===== src/rtl/uart_tx_frame.sv =====
// uart_tx_frame: parametrised UART transmitter (start, DATA_BITS LSB-first, optional parity, 1-2 stops).
// Define UART_TX_FIFO_EN to place a FIFO_DEPTH-word FIFO in front of the shifter.
module uart_tx_frame #(
    parameter int unsigned CLK_DIV    = 5000,
    parameter int unsigned DATA_BITS  = 8,
    parameter int unsigned PARITY     = 0,
    parameter int unsigned STOP_BITS  = 1,
    parameter int unsigned FIFO_DEPTH = 4
) (
    input  logic                 clk,
    input  logic                 res,
    input  logic [DATA_BITS-1:0] data_in,
    input  logic                 en_data_in,
    output logic                 TX,
    output logic                 ready,
    output logic                 busy,
    output logic                 done
);
    localparam int unsigned CNT_W = (CLK_DIV > 1) ? $clog2(CLK_DIV) : 1;
    localparam int unsigned BIT_W = 4;
    localparam logic [CNT_W-1:0] CNT_MAX   = CNT_W'(CLK_DIV - 1);
    localparam logic [BIT_W-1:0] DATA_LAST = BIT_W'(DATA_BITS - 1);
    localparam logic [BIT_W-1:0] STOP_LAST = BIT_W'(STOP_BITS - 1);

    if (CLK_DIV < 2 || CLK_DIV > 65535 || DATA_BITS < 5 || DATA_BITS > 9 || PARITY > 2 ||
        STOP_BITS < 1 || STOP_BITS > 2 || FIFO_DEPTH < 2 || FIFO_DEPTH > 64 ||
        (FIFO_DEPTH & (FIFO_DEPTH - 1)) != 0) begin : g_bad_params
        $error("uart_tx_frame: illegal parameter value");
    end

    typedef enum logic [2:0] {S_IDLE, S_START, S_DATA, S_PAR, S_STOP} state_t;
    state_t state, state_nx;

    logic [CNT_W-1:0]     baud_cnt;
    logic [BIT_W-1:0]     bit_cnt;
    logic [DATA_BITS-1:0] shreg;
    logic                 par_bit;
    logic                 tick;
    logic                 stop_last;
    logic                 load;
    logic [DATA_BITS-1:0] load_data;
    logic                 tx_nx, busy_nx, done_nx, ready_nx;

    assign tick      = (baud_cnt == CNT_MAX);
    assign stop_last = (state == S_STOP) && tick && (bit_cnt == STOP_LAST);

`ifdef UART_TX_FIFO_EN
    localparam int unsigned AW   = (FIFO_DEPTH > 1) ? $clog2(FIFO_DEPTH) : 1;
    localparam int unsigned CW_F = AW + 1;

    logic [DATA_BITS-1:0] mem [FIFO_DEPTH];
    logic [AW-1:0]        wr_ptr, rd_ptr;
    logic [CW_F-1:0]      count, count_nx;
    logic                 push, pop, full, empty;

    assign full      = (count == CW_F'(FIFO_DEPTH));
    assign empty     = (count == '0);
    assign push      = en_data_in && !full;
    // Pop in IDLE, or on the final stop cycle so the next frame follows with no gap.
    assign pop       = !empty && ((state == S_IDLE) || stop_last);
    assign load      = pop;
    assign load_data = mem[rd_ptr];
    assign count_nx  = count + CW_F'(push) - CW_F'(pop);

    always_ff @(posedge clk) begin
        if (res) begin
            wr_ptr <= '0;
            rd_ptr <= '0;
            count  <= '0;
        end else begin
            if (push) wr_ptr <= wr_ptr + AW'(1);
            if (pop)  rd_ptr <= rd_ptr + AW'(1);
            count <= count_nx;
        end
    end

    always_ff @(posedge clk) begin
        if (push && !res) mem[wr_ptr] <= data_in;
    end
`else
    assign load      = en_data_in && (state == S_IDLE);
    assign load_data = data_in;
`endif

    // State register
    always_ff @(posedge clk) begin
        if (res) state <= S_IDLE;
        else     state <= state_nx;
    end

    // Next-state logic
    always_comb begin
        state_nx = state;
        unique case (state)
            S_IDLE:  if (load) state_nx = S_START;
            S_START: if (tick) state_nx = S_DATA;
            S_DATA:  if (tick && bit_cnt == DATA_LAST) state_nx = (PARITY != 0) ? S_PAR : S_STOP;
            S_PAR:   if (tick) state_nx = S_STOP;
            S_STOP:  if (stop_last) state_nx = load ? S_START : S_IDLE;
            default: state_nx = S_IDLE;
        endcase
    end

    // Baud/bit counters restart on every state entry; shifter loads on accept
    always_ff @(posedge clk) begin
        if (res) begin
            baud_cnt <= '0;
            bit_cnt  <= '0;
            shreg    <= '0;
            par_bit  <= 1'b0;
        end else begin
            if (state_nx != state || state == S_IDLE || tick) baud_cnt <= '0;
            else                                              baud_cnt <= baud_cnt + CNT_W'(1);
            if (state_nx != state) bit_cnt <= '0;
            else if (tick)         bit_cnt <= bit_cnt + BIT_W'(1);
            if (load) begin
                shreg   <= load_data;
                par_bit <= (PARITY == 1) ? ~^load_data : ^load_data;
            end else if (state == S_DATA && tick) begin
                shreg <= shreg >> 1;
            end
        end
    end

    // Output decode, registered below
    always_comb begin
        tx_nx   = 1'b1;
        busy_nx = 1'b1;
        done_nx = 1'b0;
        unique case (state)
            S_IDLE:  busy_nx = 1'b0;
            S_START: tx_nx   = 1'b0;
            S_DATA:  tx_nx   = shreg[0];
            S_PAR:   tx_nx   = par_bit;
            S_STOP:  done_nx = stop_last;
            default: busy_nx = 1'b0;
        endcase
`ifdef UART_TX_FIFO_EN
        ready_nx = (count_nx != CW_F'(FIFO_DEPTH));
`else
        ready_nx = (state_nx == S_IDLE);
`endif
    end

    always_ff @(posedge clk) begin
        if (res) begin
            TX    <= 1'b1;
            busy  <= 1'b0;
            ready <= 1'b1;
            done  <= 1'b0;
        end else begin
            TX    <= tx_nx;
            busy  <= busy_nx;
            ready <= ready_nx;
            done  <= done_nx;
        end
    end

endmodule


===== config.mk =====
export PLATFORM = sky130hd
export DESIGN_NAME = uart_tx_frame
export DESIGN_NICKNAME = d
export VERILOG_FILES = /design/src/rtl/uart_tx_frame.sv
export SDC_FILE = /design/constraint.sdc
export NUM_CORES = 1
export LEC_CHECK = 0
export CORE_ASPECT_RATIO = 0.8
export CORE_UTILIZATION = 26
export DETAILED_ROUTE_END_ITERATION = 16
export SLEW_MARGIN = 20
export SYNTH_ARGS = -nofsm -noshare
export SYNTH_HDL_FRONTEND = slang
export SYNTH_SLANG_ARGS = --single-unit

===== constraint.sdc =====
create_clock -name clk -period 1.7 [get_ports clk]
set_input_delay 0.17 -clock clk [delete_from_list [all_inputs] [get_ports clk]]
set_output_delay 0.17 -clock clk [all_outputs]
set_load 0.02 [all_outputs]

# ---- Yosys cells after proc, flatten, opt, wreduce, memory -nomap -nowiden
# Index checks and enable logic that the tools add are counted.
# W data, S select, Z words.
dict set report op_classes {
  n_eq_ne 7
  bitwise 1
  add_sub_neg 2
  mux 11
  reduce_logical 16
}
# op count
set op_table {}
lappend op_table {{$mux W8} 2}
lappend op_table {{$mux W3} 5}
lappend op_table {{$pmux W3 S5} 1}
lappend op_table {{$add A13 B1 Y13 const B} 1}
lappend op_table {{$eq A13 B13 Y1 const B} 1}
lappend op_table {{$reduce_xor A8 Y1} 1}
lappend op_table {{$eq A3 B2 Y1 const B} 2}
lappend op_table {{$logic_not A3 Y1} 2}
lappend op_table {{$reduce_or A2 Y1} 3}
lappend op_table {{$logic_and A1 B1 Y1} 5}
lappend op_table {{$add A4 B1 Y4 const B} 1}
lappend op_table {{$eq A4 B3 Y1 const B} 1}
lappend op_table {{$logic_not A4 Y1} 1}
lappend op_table {{$reduce_or A4 Y1} 1}
lappend op_table {{$eq A3 B1 Y1 const B} 1}
lappend op_table {{$eq A3 B3 Y1 const B} 1}
lappend op_table {{$ne A3 B3 Y1} 1}
lappend op_table {{$pmux W1 S3} 1}
lappend op_table {{$logic_or A1 B1 Y1} 2}
lappend op_table {{$mux W1} 2}
lappend op_table {{$reduce_bool A2 Y1} 1}
lappend op_table {{$not A1 Y1} 1}
dict set report word_totals {
  reg_bits 33
  output_inout_bits 4
  word_cells 46
  in_bits 11
}

# ---- Depth between registers and ports, before layout
dict set report logic_depth {
  ltp_word 9
  mapped_depth 7
  ltp_nobuf 6
}

# ---- Worst setup path after synthesis
# No wires, ideal clock.
dict set report synth_timing {
  kind {flip-flop to flip-flop}
  startpoint {register baud_cnt[0]}
  endpoint {register ready}
  setup_time_ns 0.130
  arrival_time_ns 1.542
  stages_incl_launch_ff 7
  setup_slack_ns 0.029
  path_cell_list {dfxtp_1 ha_1 nand4bb_4 or3_4 nor3_1 o21a_1 nor4_2}
}
dict set report synth_via {
  elab_chain_len 6
  word_cells_on_any_way 10
}
# item line
set synth_lines {}
lappend synth_lines {{from (decl)} 34} ;# logic [CNT_W-1:0] baud_cnt;
lappend synth_lines {{from (signal assigned)} 113} ;# else baud_cnt <= baud_cnt + CNT_W'(1);
lappend synth_lines {{$eq A13 B13 Y1 (*)} 44} ;# assign tick = (baud_cnt == CNT_MAX);
lappend synth_lines {{$logic_and A1 B1 Y1 (2 in a row)} 45} ;# assign stop_last = (state == S_STOP) && tick && (bit_cnt == STOP_LAST);
lappend synth_lines {{$mux W3} 99} ;# S_STOP: if (stop_last) state_nx = load ? S_START : S_IDLE;
lappend synth_lines {{$pmux W3 S5 (*)} 94} ;# unique case (state)
lappend synth_lines {{$logic_not A3 Y1 (*)} 141} ;# ready_nx = (state_nx == S_IDLE);
lappend synth_lines {{to (signal assigned)} 154} ;# ready <= ready_nx;
lappend synth_lines {{to (decl)} 15} ;# output logic ready,
# Mark *: on every way between the ends. The rest lies on a longest branch, timed or not.
# A chain may end at the register's enable or synchronous reset.

# ---- Worst setup path in the final report
dict set report layout_timing {
  startpoint {register state[1]}
  endpoint {register baud_cnt[4]}
}
dict set report layout_via {
  elab_chain_len 9
  word_cells_on_any_way 19
}
# item line
set layout_lines {}
lappend layout_lines {{from (decl)} 32} ;# state_t state, state_nx;
lappend layout_lines {{from (signal assigned)} 88} ;# else state <= state_nx;
lappend layout_lines {{$logic_not A3 Y1 or $eq A3 B3 Y1 (tied branches)} n/a}
lappend layout_lines {{$logic_and A1 B1 Y1, on equally long branches} {81, 45}}
lappend layout_lines {{$mux W1 or $logic_and A1 B1 Y1 (tied branches)} {99, 45}}
lappend layout_lines {{$mux W3} 99}
lappend layout_lines {{$pmux W3 S5} 94}
lappend layout_lines {{$ne A3 B3 Y1} 112} ;# if (state_nx != state || state == S_IDLE || tick) baud_cnt <= '0;
lappend layout_lines {{$logic_or A1 B1 Y1 (*) (2 in a row)} 112}
lappend layout_lines {{$reduce_or A2 Y1 (no line) (*)} n/a}
# Marked as above.

==> reports/results.txt <==
WS Path Type: reg2reg
Slowest stage cell, crit path: dfxtp_1
Synth-to-layout area growth: 29.16%
CTS Root Cell: clkbuf_8
Area contributors post-synth: dfxtp_1, xnor2_1, nand2_1, nor2_1, nand3_1
Slew margin rel.: 0.7517
Core Area: 6068 µm²
Hold crit path type: reg2reg
Peak VDD IR: 237.3 µV
Setup TNS: 0 ns
Placer Congestion: 0.8228
IO Port Bufs: 14
CTS tree: built
Startpoint Class: flop
First-pass GRT wire length: 5.713 mm
Mapped Avg Cell Area: 8.878 µm²
Vias in the first global route: 1280
Antenna cells: 0
Most frequent cells in the layout: dfxtp_1, nand2_1, buf_4
Synth Area in Compound Gates: 0.1424
Synth Area in Adders: 0.02237
Die W: 91.82 µm
# rows: 25
Setup violators final: 0
Starting Density: 0.2765
CP required: 1.92 ns
Cell leakage power: 0.0007617 µW
Crit. End Element: flop
Pin count of the biggest net entering global routing: 12
Die Y: 73.85 µm
RSZ-0062 raised after global routing: no
Num CTS Buffers: 5
Final Hold Viols: 0
Distinct cells, synth: 43
Share of layout cells above drive strength 1: 0.2444
Worst-path cell chain: or2_1, a21o_1, a31oi_4, nand2_1, buf_4, nor2_2
Io pins: 15
Hold slack: 0.4781 ns
# Post-CTS Setup Buffers: 0
Max-slew violations: 0
Yosys top cell by area: dfxtp_1
Worst slack, placed: 0.01659 ns
DR vias: 1377
Hold_buf cts: 0
Critical-path maximum fanout: 11
Post-Route WL: 3.222 mm
GRT Residual Overflow: 0
Clk_skew: 0.005561 ns
Vias/cell: 4.500
H-tree depth: 2
HPWL Detailed: 2.460 mm
Mapped cell area: 1678 µm²
Synth Warn #: 0
Wirelength per Cell: 10.53 µm
Final nets: 238
Number of synthesized register bits: 33
CTS Buffer Depth: 2
Run status: finished clean
Die area: 6781 µm²
CTS sink cnt: 33
Filler cells: 625
Min cycle time layout: 1.607 ns
Post-synthesis async set-or-reset flop share: 0
# resized after CTS: 0
Global Route Usage Sum: 0.1057
Max incr delay on CP: 0.37 ns
Post-Synth Simple-Gate Area: 0.3065
ANT nets after route: 0
Fmax achieved: 0.6224 GHz
Worst Slack Setup Final: 0.09337 ns
DRC errors left: 0
Overall power: 1680 µW
Worst slew pin tran: 0.3713 ns
Register area share after synthesis: 0.3937
Post-synthesis instance total: 189
Tcrit/Tclk final: 0.9451
Syn nets: 203
Mux contribution to synthesized area: 0
Worst-Skew Late Latency: 0.28 ns
Xor and xnor fraction of the mapped netlist area: 0.09396
Commonest non-fill, non-tap cell in the layout: dfxtp_1
Maxcap violations: 0
Arr. time, crit path: 1.82 ns
Post-synth top area share: 0.3937
CP delay by family, top: simple AND/OR/NAND/NOR gates
Primary FF master, synth: dfxtp_1
Crit path buffers/inverters: 1
Antenna violations before repair: 0
Initial DRC count: 61
DR pass1 iterations: 4
Largest family of logic cells by synthesized area: simple AND/OR/NAND/NOR gates
EDFF count, synth: 0
Worst-path clk slew: 0.07 ns
Pwr Density: 775.4 nW/µm²
==> power breakdown <==
part	internal [µW]	switching, µW
sequential	805	13.7
clock	366	271
combinational	112	114
total	1280	398
==> sequential cells by signal, indices dropped and copies added, names as in the netlist <==
register  flops
TX            1
baud_cnt     13
bit_cnt       4
busy          1
done          1
par_bit       1
ready         1
shreg         8
state         3
==> cells by family after synthesis <==
family                     Yosys count
AOI/OAI and AO/OA                   31
buffers and inverters               12
xor gates and xnor gates            18
adders and majority gates            3
and+or+nand+nor                     92
DFF                                 33
==> cells in the mapped netlist (2+ instances only) <==
cell type  instances
a21oi_1            7
a21oi_2            2
a22oi_1            2
a311oi_1           6
and2_1             2
and3_1             4
buf_6              3
clkbuf_1           2
dfxtp_1           33
ha_1               3
inv_1              6
nand2_1           21
nand2b_1           2
nand3_1           14
nand4bb_1          2
nor2_1            19
nor2_2            11
nor3_1             6
o21ai_0            3
or2_1              2
xnor2_1           11
xor2_1             7
==> routing by layer <==
| layer | vias to the layer above | GRT usage | wire, µm |
|---|---|---|---|
| met1 | 615 | 0.1553 | 1780 |
| met4 | 0 | 0.04167 | 76 |
| met2 | 25 | 0.1470 | 1265 |
| met3 | 8 | 0.02484 | 99 |
| li1 | 729 | - | - |
| met5 | - | 0 | 0 |
==> final cells by class <==
| cell class | count | area, µm² | share of cell area |
|---|---|---|---|
| sequential | 33 | 660.6 | 0.3048 |
| multi-input combinational | 144 | 991.0 | 0.4573 |
| clock buffer | 7 | 96.34 | 0.04446 |
| timing repair buffer | 34 | 290.3 | 0.1339 |
| clock inverter | 1 | 5.005 | 0.002309 |
| tap | 81 | 101.3 | 0.04677 |
| inverter | 6 | 22.52 | 0.01039 |
==> worst register-to-register path: stages (launching register included) <==
cell and delay, ns:
dfxtp_1 0.37, or2_1 0.32, a21o_1 0.22, a31oi_4 0.26, nand2_1 0.08, buf_4 0.19
nor2_2 0.11
==> final timing paths <==
kind	start	to	slack, ns	depth (start not counted)
worst max-delay path	state[1]	baud_cnt[4]	0.09	6
worst min-delay path	shreg[2]	shreg[2]	0.48	2
worst max register to register	state[1]	baud_cnt[4]	0.09	6
worst min register to register	shreg[2]	shreg[2]	0.48	2
==> stage by stage <==
step	std cells	utilization	area (µm²)
2_1_floorplan	189	-	1678
5_1_grt	306	0.3571	2167
3_3_place_gp	298	0.3334	2023
4_1_cts	306	0.3501	2125
3_5_place_dp	298	0.3334	2023
6_report	306	0.3571	2167
(Power assumes the default switching activity.)
